<file path="config.mk">
export PLATFORM = sky130hd
export DESIGN_NAME = keypad_scanner
export DESIGN_NICKNAME = d
export VERILOG_FILES = /design/src/rtl/keypad_scanner_pkg.sv /design/src/rtl/keypad_scanner_tick.sv /design/src/rtl/keypad_scanner.sv
export SDC_FILE = /design/constraint.sdc
export NUM_CORES = 1
export LEC_CHECK = 0
export CAP_MARGIN = 20
export CORE_MARGIN = 1
export CORE_UTILIZATION = 38
export CTS_CLUSTER_SIZE = 30
export DETAILED_ROUTE_END_ITERATION = 10
export DONT_BUFFER_PORTS = 1
export REMOVE_ABC_BUFFERS = 1
export SYNTH_ARGS = -nofsm -noshare
export SYNTH_HDL_FRONTEND = slang
export SYNTH_SLANG_ARGS = --single-unit
</file>
<file path="constraint.sdc">
create_clock -name clk -period 3 [get_ports clk]
set_input_delay 0.6 -clock clk [delete_from_list [all_inputs] [get_ports clk]]
set_output_delay 0.6 -clock clk [all_outputs]
set_load 0.02 [all_outputs]
</file>
<file path="src/rtl/keypad_scanner_pkg.sv">
// -----------------------------------------------------------------------------
// keypad_scanner_pkg
// Shared types and constants for the 4x4 matrix keypad scanner.
//   state_t        : scanner FSM states
//   KEY_W / COLS   : key-code nibble width and column count
//   ROWS / IDX_W   : row count and row/column index width
//   COL_RESET      : one-hot-low column drive selected after reset (column 0)
//   col_index()    : index of the low bit of a one-hot-low column pattern
//   lowest_low_row(): index of the lowest-numbered low row
// -----------------------------------------------------------------------------
package keypad_scanner_pkg;

  localparam int KEY_W = 4;
  localparam int COLS  = 4;
  localparam int ROWS  = 4;
  localparam int IDX_W = 2;

  localparam logic [COLS-1:0] COL_RESET = 4'b1110;

  typedef enum logic [1:0] {
    SCAN     = 2'd0,
    DEBOUNCE = 2'd1,
    HELD     = 2'd2,
    RELEASE  = 2'd3
  } state_t;

  function automatic logic [IDX_W-1:0] col_index(input logic [COLS-1:0] cols_n);
    logic [IDX_W-1:0] idx;
    idx = '0;
    for (int i = 0; i < COLS; i++) begin
      if (!cols_n[i]) idx = IDX_W'(i);
    end
    return idx;
  endfunction

  // Scans from the top down so the lowest-numbered low row is the one kept.
  function automatic logic [IDX_W-1:0] lowest_low_row(input logic [ROWS-1:0] rows_n);
    logic [IDX_W-1:0] idx;
    idx = '0;
    for (int i = ROWS - 1; i >= 0; i--) begin
      if (!rows_n[i]) idx = IDX_W'(i);
    end
    return idx;
  endfunction

endpackage

</file>
<file path="src/rtl/keypad_scanner_tick.sv">
// -----------------------------------------------------------------------------
// scan_tick_gen
// Free-running divider producing the scan/debounce time base.
//   clk  : system clock
//   rst  : synchronous active-high reset (counter to 0)
//   tick : high for one clk whenever the counter is all-ones; the counter
//          then wraps to 0, so the period is 2^SCAN_DIV_BITS clk
// -----------------------------------------------------------------------------
module scan_tick_gen #(
  parameter int SCAN_DIV_BITS = 11
) (
  input  logic clk,
  input  logic rst,
  output logic tick
);

  localparam logic [SCAN_DIV_BITS-1:0] DIV_ONE = SCAN_DIV_BITS'(1);

  logic [SCAN_DIV_BITS-1:0] div_cnt;

  // NOTE: clocked state uses non-blocking assignments so every flop samples
  // pre-edge values regardless of statement order.
  always_ff @(posedge clk) begin
    if (rst) div_cnt <= '0;
    else     div_cnt <= div_cnt + DIV_ONE;
  end

  assign tick = &div_cnt;

endmodule

</file>
<file path="src/rtl/keypad_scanner.sv">
// -----------------------------------------------------------------------------
// keypad_scanner
// 4x4 matrix keypad scanner with press/release debounce and a hex entry
// shift register.
//   clk       : system clock (posedge)
//   rst       : synchronous active-high reset
//   row_n     : keypad rows, active-low, asynchronous to clk
//   col_n     : column drive, one-hot-low
//   key_valid : one-clk pulse per accepted key press
//   key_code  : row*4 + col of the last accepted key
//   value     : entry register, newest key in the low nibble
// -----------------------------------------------------------------------------
module keypad_scanner
  import keypad_scanner_pkg::*;
#(
  parameter int SCAN_DIV_BITS  = 11,
  parameter int DEBOUNCE_TICKS = 4
) (
  input  logic             clk,
  input  logic             rst,
  input  logic [ROWS-1:0]  row_n,
  output logic [COLS-1:0]  col_n,
  output logic             key_valid,
  output logic [KEY_W-1:0] key_code,
  output logic [31:0]      value
);

  localparam int CNT_W = $clog2(DEBOUNCE_TICKS + 1);
  localparam logic [CNT_W-1:0] CNT_ONE  = CNT_W'(1);
  localparam logic [CNT_W-1:0] CNT_DONE = CNT_W'(DEBOUNCE_TICKS);

  logic             tick;
  logic [ROWS-1:0]  row_meta;
  logic [ROWS-1:0]  rs;
  state_t           state;
  state_t           state_next;
  logic [CNT_W-1:0] cnt;
  logic [CNT_W-1:0] cnt_inc;
  logic [IDX_W-1:0] col_idx;
  logic [IDX_W-1:0] row_idx;
  logic [KEY_W-1:0] new_code;

  logic any_low;
  logic row_hit;
  logic col_rotate;
  logic key_latch;
  logic cnt_clr;
  logic cnt_step;
  logic accept;

  scan_tick_gen #(
    .SCAN_DIV_BITS(SCAN_DIV_BITS)
  ) u_tick (
    .clk  (clk),
    .rst  (rst),
    .tick (tick)
  );

  // Two-flop synchronizer; idle (all high) after reset so no phantom press.
  always_ff @(posedge clk) begin
    if (rst) begin
      row_meta <= '1;
      rs       <= '1;
    end else begin
      row_meta <= row_n;
      rs       <= row_meta;
    end
  end

  assign any_low  = (rs != '1);
  assign row_hit  = ~rs[row_idx];
  assign cnt_inc  = cnt + CNT_ONE;
  assign new_code = {row_idx, col_idx};

  // State register.
  always_ff @(posedge clk) begin
    if (rst) state <= SCAN;
    else     state <= state_next;
  end

  // Next-state logic; the FSM only moves on ticks.
  always_comb begin
    // NOTE: default first so every path assigns state_next and no latch forms.
    state_next = state;
    if (tick) begin
      unique case (state)
        SCAN:     if (any_low) state_next = DEBOUNCE;
        DEBOUNCE: begin
          if (!row_hit)                state_next = SCAN;
          else if (cnt_inc == CNT_DONE) state_next = HELD;
        end
        HELD:     if (!any_low) state_next = RELEASE;
        RELEASE:  begin
          if (any_low)                 state_next = HELD;
          else if (cnt_inc == CNT_DONE) state_next = SCAN;
        end
        default:  state_next = SCAN;
      endcase
    end
  end

  // Output/control decode driving the datapath below.
  always_comb begin
    col_rotate = 1'b0;
    key_latch  = 1'b0;
    cnt_clr    = 1'b0;
    cnt_step   = 1'b0;
    accept     = 1'b0;
    if (tick) begin
      unique case (state)
        SCAN: begin
          col_rotate = ~any_low;
          key_latch  = any_low;
          cnt_clr    = any_low;
        end
        DEBOUNCE: begin
          cnt_step = row_hit;
          accept   = row_hit && (cnt_inc == CNT_DONE);
        end
        HELD:    cnt_clr  = ~any_low;
        RELEASE: cnt_step = ~any_low;
        default: ;
      endcase
    end
  end

  // Column drive, key latch, debounce counter and the registered accept.
  always_ff @(posedge clk) begin
    if (rst) begin
      col_n     <= COL_RESET;
      col_idx   <= '0;
      row_idx   <= '0;
      cnt       <= '0;
      key_valid <= 1'b0;
      key_code  <= '0;
      value     <= '0;
    end else begin
      key_valid <= accept;
      if (col_rotate) col_n <= {col_n[COLS-2:0], col_n[COLS-1]};
      if (key_latch) begin
        col_idx <= col_index(col_n);
        row_idx <= lowest_low_row(rs);
      end
      if (cnt_clr)       cnt <= '0;
      else if (cnt_step) cnt <= cnt_inc;
      if (accept) begin
        key_code <= new_code;
        value    <= {value[31-KEY_W:0], new_code};
      end
    end
  end

endmodule

</file>
Word level (Yosys, flattened, before mapping). Cells that the tools add are included. W data, S select, Z words.

$add $sub $neg: 2. Magnitude comparators: 1. Eq/ne operators: 9. Muxes and demuxes: 26. Bitwise operators: 2. Reduce and logical (&&, ||, !) cells: 5.

Operators with widths (number): $mux W2 (12); $reduce_and A15 Y1 (1); $add A11 B1 Y11 const B (1); $reduce_and A11 Y1 (1); $mux W1 (10); $pmux W2 S4 (1); $ne A3 B3 Y1 const B (2); $eq A2 B2 Y1 const B (2); $ne A2 B2 Y1 const B (2); $ne A4 B4 Y1 const B (1); $pmux W1 S2 (2); $add A3 B1 Y3 const B (1); $eq A3 B3 Y1 const B (1); $lt A2 B3 Y1 const B (1); $bmux W1 S2 (1); $eq A2 B1 Y1 const B (1); $logic_not A2 Y1 (1); $not A1 Y1 (2); $reduce_or A2 Y1 (1); $logic_and A1 B1 Y1 (1).

Flip-flop bits (word level): 69. Bits of input ports: 6. Output and inout bits: 41. Logic and storage cells: 56.

Logic depth before layout (Yosys ltp). Gate-level depths: netlist of run 1.

Word-level depth: 6. Depth in mapped cells: 7. Mapped depth without buffers: 5.

Hierarchy. From an unflattened synthesis of run 1, not the netlist that was laid out.

Cells, all modules: 299. Area, all modules: 2742.6 µm².

Modules (own cells, without submodules): keypad_scanner (instances 1, cells an instance 248, area an instance 2268.4 µm², sequential area each 1081.0 µm²); scan_tick_gen (instances 1, cells an instance 51, area an instance 474.2 µm², sequential area each 220.2 µm²).

Worst setup path after synthesis of run 1. OpenSTA, ideal clock, no wires.

Path type: reg2reg. Start: reg u_tick.div_cnt[0]. End: reg value[6]. Arrival: 2023 ps. Data required time: 2928 ps. Slack: 905 ps. Stages on the path, launching flop included: 8. Period minus slack after synthesis: 2095 ps. Cell sequence: dfxtp_1 ha_1 nand3_4 or4_1 buf_6 nor3_4 buf_8 mux2i_1.

Word-level cells in the longest chain between the ends: 2.

Ends and longest elaborated chain: start: declaration (RTL line keypad_scanner_tick.sv:19) `logic [SCAN_DIV_BITS-1:0] div_cnt;`; start signal: assignment (RTL line keypad_scanner_tick.sv:25) `else div_cnt <= div_cnt + DIV_ONE;`; $reduce_and A11 Y1 (RTL line keypad_scanner_tick.sv:28) `assign tick = &div_cnt;`; $mux W1 (RTL line keypad_scanner.sv:109) `if (tick) begin`; end signal: assignment (RTL line keypad_scanner.sv:148) `value <= {value[31-KEY_W:0], new_code};`; end: declaration (RTL line keypad_scanner.sv:25) `output logic [31:0] value`.

Every way passes these cells. A chain may end at the register's enable or synchronous reset.

Worst setup path after layout of run 1.
Start: reg u_tick.div_cnt[0]. End: reg key_code[2].

Word-level cells in the longest chain between the ends: 2.

Ends and longest elaborated chain: $reduce_and A11 Y1 (RTL line keypad_scanner_tick.sv:28); $mux W1 (RTL line keypad_scanner.sv:109); end signal: assignment (RTL line keypad_scanner.sv:147) `key_code <= new_code;`; end: declaration (RTL line keypad_scanner.sv:24) `output logic [KEY_W-1:0] key_code,`.

Every way passes these cells.

==> out/results.txt, run 1 <==
Post-CTS Setup Bufs -> 0
Antenna diodes -> 0
Hold-fix buffers, CTS -> 0
worst slack at placement -> 579 ps
fmax -> 416 MHz
clock root buffer -> clkbuf_8
Worst Skew -> 9.48 ps
post-synthesis cell count -> 266
Min-Delay Path Class -> in2reg
drt total wl -> 4.52 mm
worst skew pair latency -> 340 ps
WS Path Type -> reg2reg
Synth area leaders -> dfxtp_1, mux2i_1, nand2_1
Port Buffers -> 0
Final Power -> 1.80 mW
Vias -> 1,757
max incr delay on CP -> 730 ps
Yosys top cell by area -> dfxtp_1
commonest non-fill, non-tap cell in the layout -> dfxtp_1
P per Cell Area -> 624 mW/mm2
Final #Nets -> 271
most frequent cells in the layout -> dfxtp_1, nand2_1, mux2i_1
syn avg cell area -> 9.95 um2
sequential share of the synthesized area -> 49.1%
Clock Tree Buf Depth -> 2
r2r setup slk -> 600 ps
slowest CP cell -> or4_1
Final period util -> 80.0%
CP required -> 3270 ps
final hold viol count -> 0
Starting Density -> 39.2%
CTS Sinks -> 65
final cell count without fillers -> 347
max_cap viols -> 0
Vias/cell -> 5.06
Top FF cell, synth -> dfxtp_1
CTS tree -> done
Die Span X -> 85.5 um
synth warn -> 0
CTS clk-pin slew, worst paths -> 70 ps
PnR worst setup slack -> 599 ps
H-tree lvl count -> 3
WL/cell -> 13.0 um
Site Rows -> 30
Crit. End Element -> register
First-pass DRT Iterations -> 3
Peak VDD IR -> 0.412 mV
Yosys top cell area share -> 49.1%
antenna violation net count after detailed routing -> 0
number of I/O pins -> 47
largest net degree at the start of global routing -> 46
Leak Pwr -> 1.02 nW
dpl hpwl -> 2.94 mm
Critical Path AT -> 2670 ps
Layout area overhead -> 8.84%
CP bufs+invs -> 1
worst slew pin tran -> 757 ps
RSZ-0062 raised after global routing -> false
initial antenna violation count -> 0
Slew headroom -> 49.1%
CTS resizes -> 0
run status -> completed
Hold Slack -> 329 ps
die area -> 0.00731 mm2
routability cong. -> 0.773
crit path launch type -> register
Vert. Die Dim -> 85.5 um
post-route setup TNS -> 0 ps
min cycle time layout -> 2400 ps
layout cell share with drive strength beyond 1 -> 11.6%
Yosys cell types -> 41
vias in the first global route -> 1,681
# fillers -> 658
Critical Path, Cell by Cell -> ha_1 -> nand3_4 -> or4_1 -> nor3_4 -> buf_4 -> mux2i_1
first-pass GRT wire length -> 7.60 mm
Post-Syn Area -> 0.00265 mm2
core area -> 0.00676 mm2
Iteration-0 DRC Markers -> 62
Post-synth EDFFs -> 0
crit-path leading delay family -> simple AND/OR/NAND/NOR gates
CTS buffer count -> 9
Placed Cells incl. Taps -> 331
Crit Path Max Fanout -> 33
drt drc -> 0
remaining global-route overflow -> 0
Synth Register Bits -> 65
max-slew violation count -> 0
Setup Viol. Count Final -> 0
ys async rst share -> 0%
GRT Resource Usage Total -> 13.4%
-- logic make-up (layout without fill, tap and decap cells) --
family / count (synthesis) / in the layout / synth area share [%]
buf+inv: 20 / 21 / 4.96
flops: 65 / 65 / 49.1
compound gates: 23 / 23 / 6.10
simple gates: 103 / 103 / 19.1
xor+xnor: 10 / 10 / 3.31
mux: 42 / 42 / 15.9
fa+ha+maj: 3 / 3 / 1.42
-- where the power goes --
group	leakage, nW	internal, mW	switching [mW]
clock network	0.117	0.556	0.334
registers	0.526	0.871	0.00553
logic	0.374	0.0111	0.0207
total	1.02	1.44	0.360
-- worst register-to-register path: stages (launching register included) --
cell and delay [ps]:
dfxtp_1 350, ha_1 230, nand3_4 120, or4_1 730
nor3_4 170, buf_4 470, mux2i_1 260
-- path summary, 6_finish.rpt --
check,startpoint,end,depth (start not counted)
worst min register to register,row_meta[0],rs[0],1
worst max register to register,u_tick.div_cnt[0],key_code[2],6
worst min-delay path,rst,u_tick.div_cnt[8],1
worst max-delay path,u_tick.div_cnt[0],key_code[2],6
-- flip-flops by register name (all words and copies together), names as in the netlist --
signal / flops
value: 29
state: 2
row_meta: 4
cnt: 3
key_valid: 1
row_idx: 2
u_tick.div_cnt: 11
key_code: 3
rs: 4
col_idx: 2
col_n: 4
-- cells in the mapped netlist (all sizes together), types with 4 or more instances --
cell type,n
buf,8
mux2i,41
or2,8
a21oi,6
nor3,4
nand4,4
dfxtp,65
nor2,21
nand2,47
inv,4
xnor2,6
clkbuf,8
xor2,4
o211ai,4
-- final cells by class --
class	instances	area [um2]	share of cell area, %
repair buffers	1	7.51	0.261
well taps	80	100	3.47
multi-input cells	181	1210	42.2
clock inverters	6	115	3.99
inverters	4	15.0	0.521
clock buffers	10	128	4.43
flip-flops and latches	65	1300	45.2
-- per-stage QoR --
step / instance area (um2) / utilization (%)
finish: 2880 / 42.6
global route: 2880 / 42.6
CTS: 2880 / 42.6
detailed placement: 2640 / 39.1
global placement: 2640 / 39.1
floorplan: 2530 / -
-- per-layer routing --
| layer | vias to the layer above | track usage [%] | routed length [um] |
|---|---|---|---|
| met2 | 46 | 21.1 | 1930 |
| li1 | 911 | - | - |
| met1 | 793 | 14.8 | 2120 |
| met3 | 7 | 7.68 | 388 |
| met5 | - | 0 | 0 |
| met4 | 0 | 5.91 | 77 |
Note: power is estimated with default switching activity, not from simulation.
==> run 2, diff against run 1 <==
Clock period 3 ns to 2.3 ns, I/O delays scaled along.
==> run 2 against run 1 <==
  * Non-clock buffer count increased by 4
  * Via count increased by 1.2%
  * Critical path depth unchanged
  * First-iteration DRC count increased by 8.1%
  * Sequential power increased by 30%
  * Clock power increased by 9.0%
  * Final cell count increased by 1.2%
  * Core utilization increased by 0.056 points
  * Die area unchanged
  * Critical endpoint is now value[10]
==> out/results.txt, run 2 (synthesis gave the netlist of run 1 again) <==
first-pass GRT wire length -> 7.55 mm (was 7.60 mm)
Die Span X -> 85.5 um (unchanged)
antenna violation net count after detailed routing -> 0 (unchanged)
number of I/O pins -> 47 (unchanged)
Logic pwr share -> 2.0% (was 1.8%)
Internal Power -> 1.68 mW (was 1.44 mW)
CTS tree -> done (unchanged)
max-slew violation count -> 0 (unchanged)
WS Path Type -> reg2reg (unchanged)
Vias/cell -> 5.07 (was 5.06)
sequential power share -> 53.0% (was 48.7%)
Post-CTS Setup Bufs -> 0 (unchanged)
Critical Path, Cell by Cell -> ha_1 -> nand3_4 -> or4_1 -> nor3_4 -> buf_12 -> mux2i_1 (was ha_1 -> nand3_4 -> or4_1 -> nor3_4 -> buf_4 -> mux2i_1)
CTS clk-pin slew, worst paths -> 70 ps (about the same)
First-pass DRT Iterations -> 5 (was 3)
Setup Viol. Count Final -> 0 (unchanged)
Site Rows -> 30 (unchanged)
Top reg by flops -> value (unchanged)
drt total wl -> 4.43 mm (was 4.52 mm)
CP required -> 2570 ps (was 3270 ps)
Clock Tree Buf Depth -> 2 (unchanged)
Hold-fix buffers, CTS -> 0 (unchanged)
Iteration-0 DRC Markers -> 67 (was 62)
drt drc -> 0 (unchanged)
Vert. Die Dim -> 85.5 um (unchanged)
Crit Path Max Fanout -> 33 (unchanged)
crit path launch type -> register (unchanged)
Final #Nets -> 275 (was 271)
WL/cell -> 12.6 um (was 13.0 um)
clock power share -> 45.0% (was 49.5%)
switching share of power -> 22.0% (was 20.0%)
Vias -> 1,778 (was 1,757)
die area -> 0.00731 mm2 (unchanged)
Leak Pwr -> 1.02 nW (about the same)
most frequent cells in the layout -> dfxtp_1, nand2_1, mux2i_1 (unchanged)
CTS buffer count -> 9 (unchanged)
Slew headroom -> 56.6% (was 49.1%)
layout cell share with drive strength beyond 1 -> 13.3% (was 11.6%)
Worst Skew -> 6.84 ps (was 9.48 ps)
Final Core Density -> 42.7% (was 42.6%)
Min-Delay Path Class -> in2reg (unchanged)
Peak VDD IR -> 0.454 mV (was 0.412 mV)
fmax -> 488 MHz (was 416 MHz)
H-tree lvl count -> 3 (unchanged)
final hold viol count -> 0 (unchanged)
CTS resizes -> 0 (unchanged)
core area -> 0.00676 mm2 (unchanged)
routability cong. -> 0.768 (was 0.773)
clock root buffer -> clkbuf_8 (unchanged)
dpl hpwl -> 3.02 mm (was 2.94 mm)
slowest CP cell -> or4_1 (unchanged)
worst skew pair latency -> 340 ps (about the same)
worst slew pin tran -> 651 ps (was 757 ps)
P per Cell Area -> 748 mW/mm2 (was 624 mW/mm2)
min cycle time layout -> 2050 ps (was 2400 ps)
Layout area overhead -> 8.98% (was 8.84%)
largest net degree at the start of global routing -> 34 (was 46)
max_cap viols -> 0 (unchanged)
Final period util -> 89.1% (was 80.0%)
sw power -> 474 uW (was 360 uW)
RSZ-0062 raised after global routing -> false (unchanged)
crit-path leading delay family -> simple AND/OR/NAND/NOR gates (unchanged)
Crit. End Element -> register (unchanged)
vias in the first global route -> 1,664 (was 1,681)
run status -> completed (unchanged)
Critical Path AT -> 2320 ps (was 2670 ps)
Final Cell Area -> 0.00289 mm2 (was 0.00288 mm2)
initial antenna violation count -> 0 (unchanged)
Starting Density -> 39.2% (unchanged)
Antenna diodes -> 0 (unchanged)
GRT Resource Usage Total -> 13.6% (was 13.4%)
remaining global-route overflow -> 0 (unchanged)
CTS Sinks -> 65 (unchanged)
CP bufs+invs -> 1 (unchanged)
DP Area -> 0.00268 mm2 (was 0.00264 mm2)
commonest non-fill, non-tap cell in the layout -> dfxtp_1 (unchanged)
Port Buffers -> 0 (unchanged)
max incr delay on CP -> 610 ps (was 730 ps)
max reg flops -> 29 (unchanged)
Regs by FF count -> value (29), u_tick.div_cnt (11) (unchanged)
run 2: area by class of cell:
type / count / area (um2)
multi-input cells: 181 / 1210
flip-flops and latches: 65 / 1300
repair buffers: 5 / 50.0
clock buffers: 10 / 138
inverters: 4 / 15.0
clock inverters: 6 / 66.3
well taps: 80 / 100
fillers: 662 / 3870
run 2: stage by stage:
step | std cells | total power, mW | TNS [ps] | setup slack, ps | hold slack [ps]
CTS | 351 | 2.19 | 0 | 248 | 167
global route | 351 | 2.26 | 0 | 114 | 157
finish | 351 | 2.16 | 0 | 251 | 182
global placement | 335 | 1.21 | 0 | 300 | 395
detailed placement | 335 | 1.21 | 0 | 255 | 396
floorplan | 250 | 1.20 | -18150 | -553 | 389
run 2: power groups by stage:
| stage | clock network [mW] | logic (mW) | registers, mW |
|---|---|---|---|
| after floorplan | 0 | 0.0335 | 1.17 |
| after global placement | 0 | 0.0448 | 1.17 |
| after detailed placement | 0 | 0.0440 | 1.17 |
| after CTS | 1.01 | 0.0444 | 1.14 |
| after global routing | 1.06 | 0.0497 | 1.14 |
| final | 0.970 | 0.0438 | 1.14 |
run 2: worst register-to-register path, delay by kind of cell, from the launching register on:
kind                     cells  cell delay (ps)
AND/OR/NAND/NOR              3              910
adder cells (fa/ha/maj)      1              230
buffers and inverters        1              260
multiplexers                 1              230
flip-flops                   1              350
run 2: final timing paths:
kind                           from                 to  slack [ps]  cells after the start
setup / recovery  u_tick.div_cnt[0]          value[10]         250                      6
hold / removal                  rst  u_tick.div_cnt[5]         180                      1
setup reg to reg  u_tick.div_cnt[0]          value[10]         250                      6
hold reg to reg         row_meta[0]              rs[0]         410                      1
run 2: per-layer routing:
metal	GRT usage, %	vias up	routed length, um
li1	-	917	-
met1	15.5	807	2050
met2	20.6	50	1970
met3	7.59	4	341
met4	6.21	0	76
met5	0	-	0
==> run 3, diff against run 2 <==
Settings changed: CAP_MARGIN 20 to 10.
==> results of run 3 <==
Final layout, timing and power as in run 2 (identical DEF).
